===== config.mk =====
export PLATFORM = sky130hd
export DESIGN_NAME = perceptron_train_ctrl
export DESIGN_NICKNAME = d
export VERILOG_FILES = /design/src/rtl/perceptron_train_ctrl.sv
export SDC_FILE = /design/constraint.sdc
export NUM_CORES = 1
export LEC_CHECK = 0
export CAP_MARGIN = 20
export CORE_ASPECT_RATIO = 0.7
export CORE_UTILIZATION = 58
export CTS_BUF_LIST = sky130_fd_sc_hd__clkbuf_4 sky130_fd_sc_hd__clkbuf_8
export DETAILED_ROUTE_END_ITERATION = 10
export GPL_ROUTABILITY_DRIVEN = 1
export PLACE_DENSITY = 0.89
export REMOVE_ABC_BUFFERS = 1
export SLEW_MARGIN = 20
export SYNTH_ARGS = -nofsm -noshare
export SYNTH_HDL_FRONTEND = slang
export SYNTH_SLANG_ARGS = --single-unit

===== constraint.sdc =====
create_clock -name CLK -period 5.2 [get_ports CLK]
set_input_delay 1.04 -clock CLK [delete_from_list [all_inputs] [get_ports CLK]]
set_output_delay 1.04 -clock CLK [all_outputs]
set_load 0.005 [all_outputs]

===== src/rtl/perceptron_train_ctrl.sv =====
// Weight-RAM port scheduler for the perceptron predictor: fetch lookups own the port, training updates
// run as read-modify-write in idle cycles. Define PERCEPTRON_TRAIN_STATS_EN to add the stat_train/stat_filt counters.
module perceptron_train_ctrl #(
    parameter int HIST_LEN   = 8,
    parameter int WBITS      = 8,
    parameter int IDX_BITS   = 6,
    parameter int FIFO_DEPTH = 4,
    parameter int THETA      = 29,
    localparam int RW        = (HIST_LEN + 1) * WBITS,
    localparam int SUM_W     = WBITS + $clog2(HIST_LEN + 1) + 1
) (
    input  logic                    CLK,
    input  logic                    RES,
    input  logic                    lk_req,
    input  logic [IDX_BITS-1:0]     lk_idx,
    input  logic                    tr_valid,
    output logic                    tr_ready,
    input  logic [IDX_BITS-1:0]     tr_idx,
    input  logic [HIST_LEN-1:0]     tr_hist,
    input  logic                    tr_taken,
    input  logic                    tr_pred,
    input  logic signed [SUM_W-1:0] tr_sum,
    output logic                    ram_en,
    output logic                    ram_we,
    output logic [IDX_BITS-1:0]     ram_addr,
    output logic [RW-1:0]           ram_wdata,
    input  logic [RW-1:0]           ram_rdata,
    output logic                    busy
`ifdef PERCEPTRON_TRAIN_STATS_EN
    ,
    output logic [31:0]             stat_train,
    output logic [31:0]             stat_filt
`endif
);

    localparam int PTR_W = $clog2(FIFO_DEPTH);
    localparam int ENT_W = IDX_BITS + HIST_LEN + 1;
    localparam logic [SUM_W:0] THETA_M = (SUM_W + 1)'(THETA);
    localparam logic signed [WBITS-1:0] WMAX = {1'b0, {(WBITS-1){1'b1}}};
    localparam logic signed [WBITS-1:0] WMIN = {1'b1, {(WBITS-1){1'b0}}};

    typedef enum logic [1:0] {IDLE, RD, UPD, WR} state_t;

    state_t                state_q, state_d;
    logic [PTR_W:0]        wr_ptr, rd_ptr;
    logic                  rdy_q;
    logic [ENT_W-1:0]      fifo_mem [FIFO_DEPTH];
    logic [IDX_BITS-1:0]   wk_idx;
    logic [HIST_LEN-1:0]   wk_hist;
    logic                  wk_taken;
    logic [RW-1:0]         row_q;
    logic                  empty, full, accept, need_train, push, pop;

    // One extra bit so the most-negative sum has a representable magnitude
    function automatic logic [SUM_W:0] mag(input logic signed [SUM_W-1:0] s);
        logic [SUM_W:0] e;
        e = {s[SUM_W-1], s};
        return s[SUM_W-1] ? (~e + 1'b1) : e;
    endfunction

    function automatic logic signed [WBITS-1:0] sat_step(input logic signed [WBITS-1:0] w, input logic up);
        if (up)
            return (w == WMAX) ? w : w + WBITS'(1);
        return (w == WMIN) ? w : w - WBITS'(1);
    endfunction

    function automatic logic [RW-1:0] upd_row(input logic [RW-1:0] row, input logic [HIST_LEN-1:0] h,
                                              input logic tk);
        logic [RW-1:0] r;
        r = row;
        r[0 +: WBITS] = sat_step(row[0 +: WBITS], tk);
        for (int i = 1; i <= HIST_LEN; i++)
            r[i*WBITS +: WBITS] = sat_step(row[i*WBITS +: WBITS], h[i-1] ? tk : !tk);
        return r;
    endfunction

    assign empty      = (wr_ptr == rd_ptr);
    assign full       = (wr_ptr[PTR_W] != rd_ptr[PTR_W]) && (wr_ptr[PTR_W-1:0] == rd_ptr[PTR_W-1:0]);
    assign tr_ready   = rdy_q && !full;
    assign accept     = tr_valid && tr_ready;
    assign need_train = (tr_taken != tr_pred) || (mag(tr_sum) <= THETA_M);
    assign push       = accept && need_train;
    assign pop        = (state_q == IDLE) && !empty;
    assign busy       = (state_q != IDLE) || !empty;

    // Port outputs are forced quiet while reset is held, even with a lookup pending
    always_comb begin
        state_d   = state_q;
        ram_en    = 1'b0;
        ram_we    = 1'b0;
        ram_addr  = '0;
        ram_wdata = '0;
        if (RES) begin
            if (lk_req) begin
                ram_en   = 1'b1;
                ram_addr = lk_idx;
            end
            case (state_q)
                IDLE: if (!empty) state_d = RD;
                RD: if (!lk_req) begin
                    ram_en   = 1'b1;
                    ram_addr = wk_idx;
                    state_d  = UPD;
                end
                UPD: state_d = WR;
                WR: if (!lk_req) begin
                    ram_en    = 1'b1;
                    ram_we    = 1'b1;
                    ram_addr  = wk_idx;
                    ram_wdata = row_q;
                    state_d   = IDLE;
                end
                default: state_d = IDLE;
            endcase
        end
    end

    always_ff @(posedge CLK or negedge RES) begin
        if (!RES) begin
            state_q <= IDLE;
            wr_ptr  <= '0;
            rd_ptr  <= '0;
            rdy_q   <= 1'b0;
        end else begin
            state_q <= state_d;
            rdy_q   <= 1'b1;
            if (push) wr_ptr <= wr_ptr + 1'b1;
            if (pop)  rd_ptr <= rd_ptr + 1'b1;
        end
    end

    always_ff @(posedge CLK) begin
        if (push) fifo_mem[wr_ptr[PTR_W-1:0]] <= {tr_idx, tr_hist, tr_taken};
        if (pop)  {wk_idx, wk_hist, wk_taken} <= fifo_mem[rd_ptr[PTR_W-1:0]];
        if (state_q == UPD) row_q <= upd_row(ram_rdata, wk_hist, wk_taken);
    end

`ifdef PERCEPTRON_TRAIN_STATS_EN
    always_ff @(posedge CLK or negedge RES) begin
        if (!RES) begin
            stat_train <= '0;
            stat_filt  <= '0;
        end else begin
            if (ram_we)                 stat_train <= stat_train + 32'd1;
            if (accept && !need_train)  stat_filt  <= stat_filt + 32'd1;
        end
    end
`endif

endmodule


Word-level counts from Yosys, hierarchy flattened
Memory sizes are Yosys's and may differ from the RTL's. A register that Yosys moved wholly into a read port is not among the register bits. Index checks and enable logic that the tools add are counted.

Register bits: 81. Memory bits (writable): 60. Input bits: 111. Output and inout port bits: 82. Memories kept: 1.

Memories: fifo_mem (depth 4, bits a word 15, read ports 1, clocked after Yosys merged registers in 1, write ports 1, RTL line 47) `logic [ENT_W-1:0] fifo_mem [FIFO_DEPTH];`.

$add $sub $neg: 21. $lt $le $gt $ge: 1. Equal/unequal tests: 28. Mux-type cells: 83. Bitwise operators: 1. Reductions and logical operators: 14.

Operators by type and width (count): $mux 8 (36); $mux 72 (3); $eq 8x8->1 const B (18); $add 8x2->8 const B (9); $sub 8x2->8 const B (9); $mux 1 (35); $mux 6 (4); $add 14x1->14 const B (1); $le 14x5->1 const B (1); $mux 14 (1); $not 14->14 (1); $pmux 2 s4 (1); $add 3x1->3 const B (2); $mux 2 (3); $ne 2x2->1 const B (3); $logic_and 1x1->1 (5); $eq 2x2->1 const B (2); $reduce_and 4->1 (1); $eq 3x3->1 (1); $logic_not 1->1 (3); $eq 2x1->1 const B (1); $eq 2x2->1 (1); $logic_not 2->1 (1); $logic_or 1x1->1 (2); 3 further kinds (4).

Logic depth before layout (Yosys ltp)
Depth after elaboration: 8. Gate-level depth with buffers: 9.

Worst setup path after synthesis
Ideal clock, no wire load.

Kind: input to register. Start point: input tr_sum[3]. End point: memory fifo_mem[3][0] in the netlist's numbering (enable). Data arrival time: 3784 ps. Required time: 4786 ps. Setup slack: 1002 ps. Stages on the path: 6. Buffers on the path: 0. Cell sequence: or4_4 nor2_1 mux2_2 a2111oi_2 a31oi_1 nor3b_1.

Cells in the longest elaborated chain, start to end: 8.

Ends and longest elaborated chain: start: declaration (RTL line 22) `input logic signed [SUM_W-1:0] tr_sum,`; $not 14->14 (RTL line 58) `return s[SUM_W-1] ? (~e + 1'b1) : e;`; $add 14x1->14 (RTL line 58); $mux 14 * (RTL line 58); $le 14x5->1 * (RTL line 81) `assign need_train = (tr_taken != tr_pred) || (mag(tr_sum) <= THETA_M);`; $logic_or 1x1->1 * (RTL line 81); $logic_and 1x1->1 * (RTL line 82) `assign push = accept && need_train;`; $mux 1 * (RTL line 133) `if (push) fifo_mem[wr_ptr[PTR_W-1:0]] <= {tr_idx, tr_hist, tr_taken};`; $mux 1 (not written as such) * (RTL line 133); end: declaration (RTL line 47).

Every way passes the cells marked *; elsewhere a longest branch is shown, timed or not.

Worst setup path in the final report
Start point: input lk_req. End point: output ram_wdata[41].

Cells in the longest elaborated chain, start to end: 3.

Ends and longest elaborated chain: start: declaration (RTL line 14) `input logic lk_req,`; $mux 72 (RTL line 106) `WR: if (!lk_req) begin`; $mux 72 (RTL line 98) `case (state_q)`; $mux 72 (RTL line 93) `if (RES) begin`; end: declaration (RTL line 26) `output logic [RW-1:0] ram_wdata,`.

Every way passes these cells.

==> reports/metrics.yaml <==
hold_path.startpoint: "wr_ptr[2]$_DFFE_PN0P_"
vdd_ir_drop_max_uv: 407.6
cts_tree: "built"
antenna_found_initial: 0
library_cell_with_the_largest_summed_area_after_synthesis: "edfxtp_1"
synth_xor_xnor_area_share_pct: 5.309
rsz0062_at_grt: "no"
cellPowerDensity_nw_per_um2: 400.4
worst_slew_pin_slew_ns: 1.064
worstPathRequired_ns: 4.16
critPathCapture: "ram_wdata[41]"
p_seq_share_pct: 42.3
async_flop_share_pct: 5.769
power_leakage_uw: 0.004391
floorplan.initialDensity_pct: 60.61
detail_route.iter0.violations: 958
fin_skew_ns: 0.02014
cts-root-buf: "clkbuf_8"
worstPathMaxFanout: 30
drc: 0
min_path_cells: 1
synth-edff-count: 147
placement.io_buffers: 192
setup_viols_final: 0
synth_area_leaders: "edfxtp_1 46%, and2_1 5.2%, ha_1 4.8%"
report.final.hold_viol_count: 0
comb_power_share_pct: 39.0
cts_setup_buffers: 0
gr-total-overflow: 0
core_area_um2: 15790
die_x_um: 155.5
grt_pass1_vias: 7388
synth.lib_cells_used.distinct: 58
maxCapViolCount: 0
synthAdderAreaFrac_pct: 4.838
timing.critical_path.to_type: "output pin"
dr.pass1.iters: 5
setup-tns-final_ns: 0
numClockSinks: 156
rr_startpoint: "rd_ptr[1]$_DFFE_PN0P_"
weighted_congestion_reported_at_the_end_of_routability_driven_placement: 0.9383
avgViaCountPerCell: 6.073
worst_hold_path_type: "reg2reg"
cts_buffer_depth: 2
critical_path.startpoint: "lk_req"
post-synth-top-count-cell: "edfxtp_1"
cts_max_level: 4
clock_pin_slew_on_the_worst_setup_and_hold_paths_ns: 0.10
die_area_um2: 17020
placedInstanceArea_um2: 11740
wl_um: 23110
clk_lat_worst_skew_ns: 0.46
yosys_warnings: 0
worst_ep_arrival_time_ns: 3.38
antenna_left: 0
synthesis.area_um2: 9568
dr_total_vias: 8114
nNetsFinal: 1251
p_sw_share_pct: 38.60
diodes: 0
switching_power_uw: 1876
worstSetupPathType: "in2out"
cts_resized: 0
startpoint_type: "input pin"
largest_family_of_logic_cells_by_synthesized_area: "simple AND/OR/NAND/NOR gates"
grt_max_degree: 74
synth-seq-cells: 156
num_rows: 38
muxShareOfSynthArea_pct: 4.564
worst-r2r-setup-slack_ns: 2.06
timing.final.max_slew_violations: 0
cts-buffers-inserted: 17
cellInternalPower_uw: 2984
ctsHoldBuffers: 0
timing.rr.end: "fifo_mem[2][0]$_DFFE_PP_"
result_of_the_run: "complete, no violations"
yosys.area.top_type_share_pct: 46.14
num_io_pins: 193
dominantRegCellSynth: "edfxtp_1"
power.total_uw: 4860
hpwlAfterDp_um: 16840
final_area_um2: 12140
areaGrowthSynthToFinish_pct: 26.86
synth_cells: 912
final.min_clock_period_ns: 4.425
fmaxAchievable_mhz: 226.0
simple_gate_portion_of_the_synthesized_area_pct: 21.62
die-height_um: 109.5
post_synth_most_frequent_cells: "147 x edfxtp_1, 80 x and2_1, 75 x nor2_1"
synthesis.area_per_instance_um2: 10.49
drive_gt1_share_pct: 6.900
final_min_period_over_clock_period_pct: 85.10
max-slew-margin-rel_pct: 29.09
yosysSeqAreaShare_pct: 48.49
r2r_cells: 6
grt_usage_pct: 28.05
synth_compound_gate_area_share_pct: 12.67
power_frac_clock_pct: 18.8
wire_length_of_the_first_global_routing_pass_um: 36830
wire_per_inst_um: 17.30
==> critical path, stage by stage <==
cell	delay [ns]
clkdlybuf4s50_1	0.62
and3b_2	0.68
buf_4	0.34
and2_1	0.17
clkdlybuf4s50_1	0.52
==> registers in the layout, summed over array words and instances, names as in the netlist <==
name and flops:
fifo_mem 60, rd_ptr 3, rdy_q 1, row_q 72, state_q 2, wk_hist 8, wk_idx 6, wk_taken 1
wr_ptr 3
==> cell type report <==
class	instances	area (um2)
multi-input combinational	694	4711
clock buffer	17	234.0
inverter	34	127.6
fill	1053	3647
tap	220	275.3
timing repair buffer	200	1982
sequential	156	4639
clock inverter	15	168.9
==> per-stage QoR <==
step | utilization (%) | setup slack (ns) | hold WS (ns) | cells
floorplan | - | 1.002 | 0.4604 | 884
global placement | 74.34 | 0.7763 | 0.4769 | 1304
detailed placement | 74.34 | 0.6777 | 0.5123 | 1304
CTS | 76.89 | 0.7616 | 0.5295 | 1336
global route | 76.89 | 0.6516 | 0.5301 | 1336
finish | 76.89 | 0.7751 | 0.5251 | 1336
==> metal layers <==
| layer | up-vias | track usage [%] | wire length, um |
|---|---|---|---|
| met4 | 0 | 7.213 | 307 |
| met2 | 479 | 43.72 | 10320 |
| met1 | 3779 | 39.65 | 10210 |
| met5 | - | 0 | 0 |
| li1 | 3821 | - | - |
| met3 | 35 | 6.819 | 2268 |
==> worst min-delay path by stage <==
stage	to	slack, ns
floorplan	wr_ptr[2]$_DFFE_PN0P_	0.46
global placement	wr_ptr[2]$_DFFE_PN0P_	0.48
detailed placement	wr_ptr[2]$_DFFE_PN0P_	0.51
CTS	wr_ptr[2]$_DFFE_PN0P_	0.53
global route	wr_ptr[2]$_DFFE_PN0P_	0.53
finish	wr_ptr[2]$_DFFE_PN0P_	0.53
==> kinds of logic (layout without fill, tap and decap cells) <==
logic type,Yosys count,in the layout
AOI/OAI and AO/OA,194,194
other,1,1
and+or+nand+nor,380,380
buffers and inverters,62,266
xor gates and xnor gates,58,58
DFF,156,156
muxes,24,24
adders and majority gates,37,37
==> cells in the final DEF, fill, tap and decap left out, types with 8 or more instances in the layout <==
cell / synthesis / final
dfrtp_1: 9 / 9
nand3b_1: 8 / 8
clkdlybuf4s50_1: 0 / 192
nor2b_1: 8 / 8
inv_1: 34 / 34
nand4b_1: 8 / 8
mux4_2: 15 / 15
a221oi_1: 9 / 9
a211oi_1: 18 / 18
nand2_1: 55 / 55
nand4_1: 11 / 11
o21ai_0: 55 / 55
buf_4: 0 / 8
nor4_1: 9 / 9
nor2_1: 75 / 75
a31oi_1: 12 / 12
a21oi_1: 48 / 48
and2_1: 80 / 80
edfxtp_1: 147 / 147
nand3_1: 37 / 37
o22ai_1: 13 / 13
xor2_1: 26 / 26
ha_1: 37 / 36
xnor2_1: 32 / 32
nor3_1: 25 / 25
clkbuf_8: 0 / 17
and3_1: 22 / 22
==> power by group through the flow <==
stage,combinational [uW],clock (uW),sequential [uW]
5_1_grt,2080,973,2090
6_report,1890,911,2050
3_5_place_dp,1850,0,2080
2_1_floorplan,1190,0,2060
3_3_place_gp,1790,0,2060
4_1_cts,1870,922,2050
Note: power is estimated with default switching activity, not from simulation.
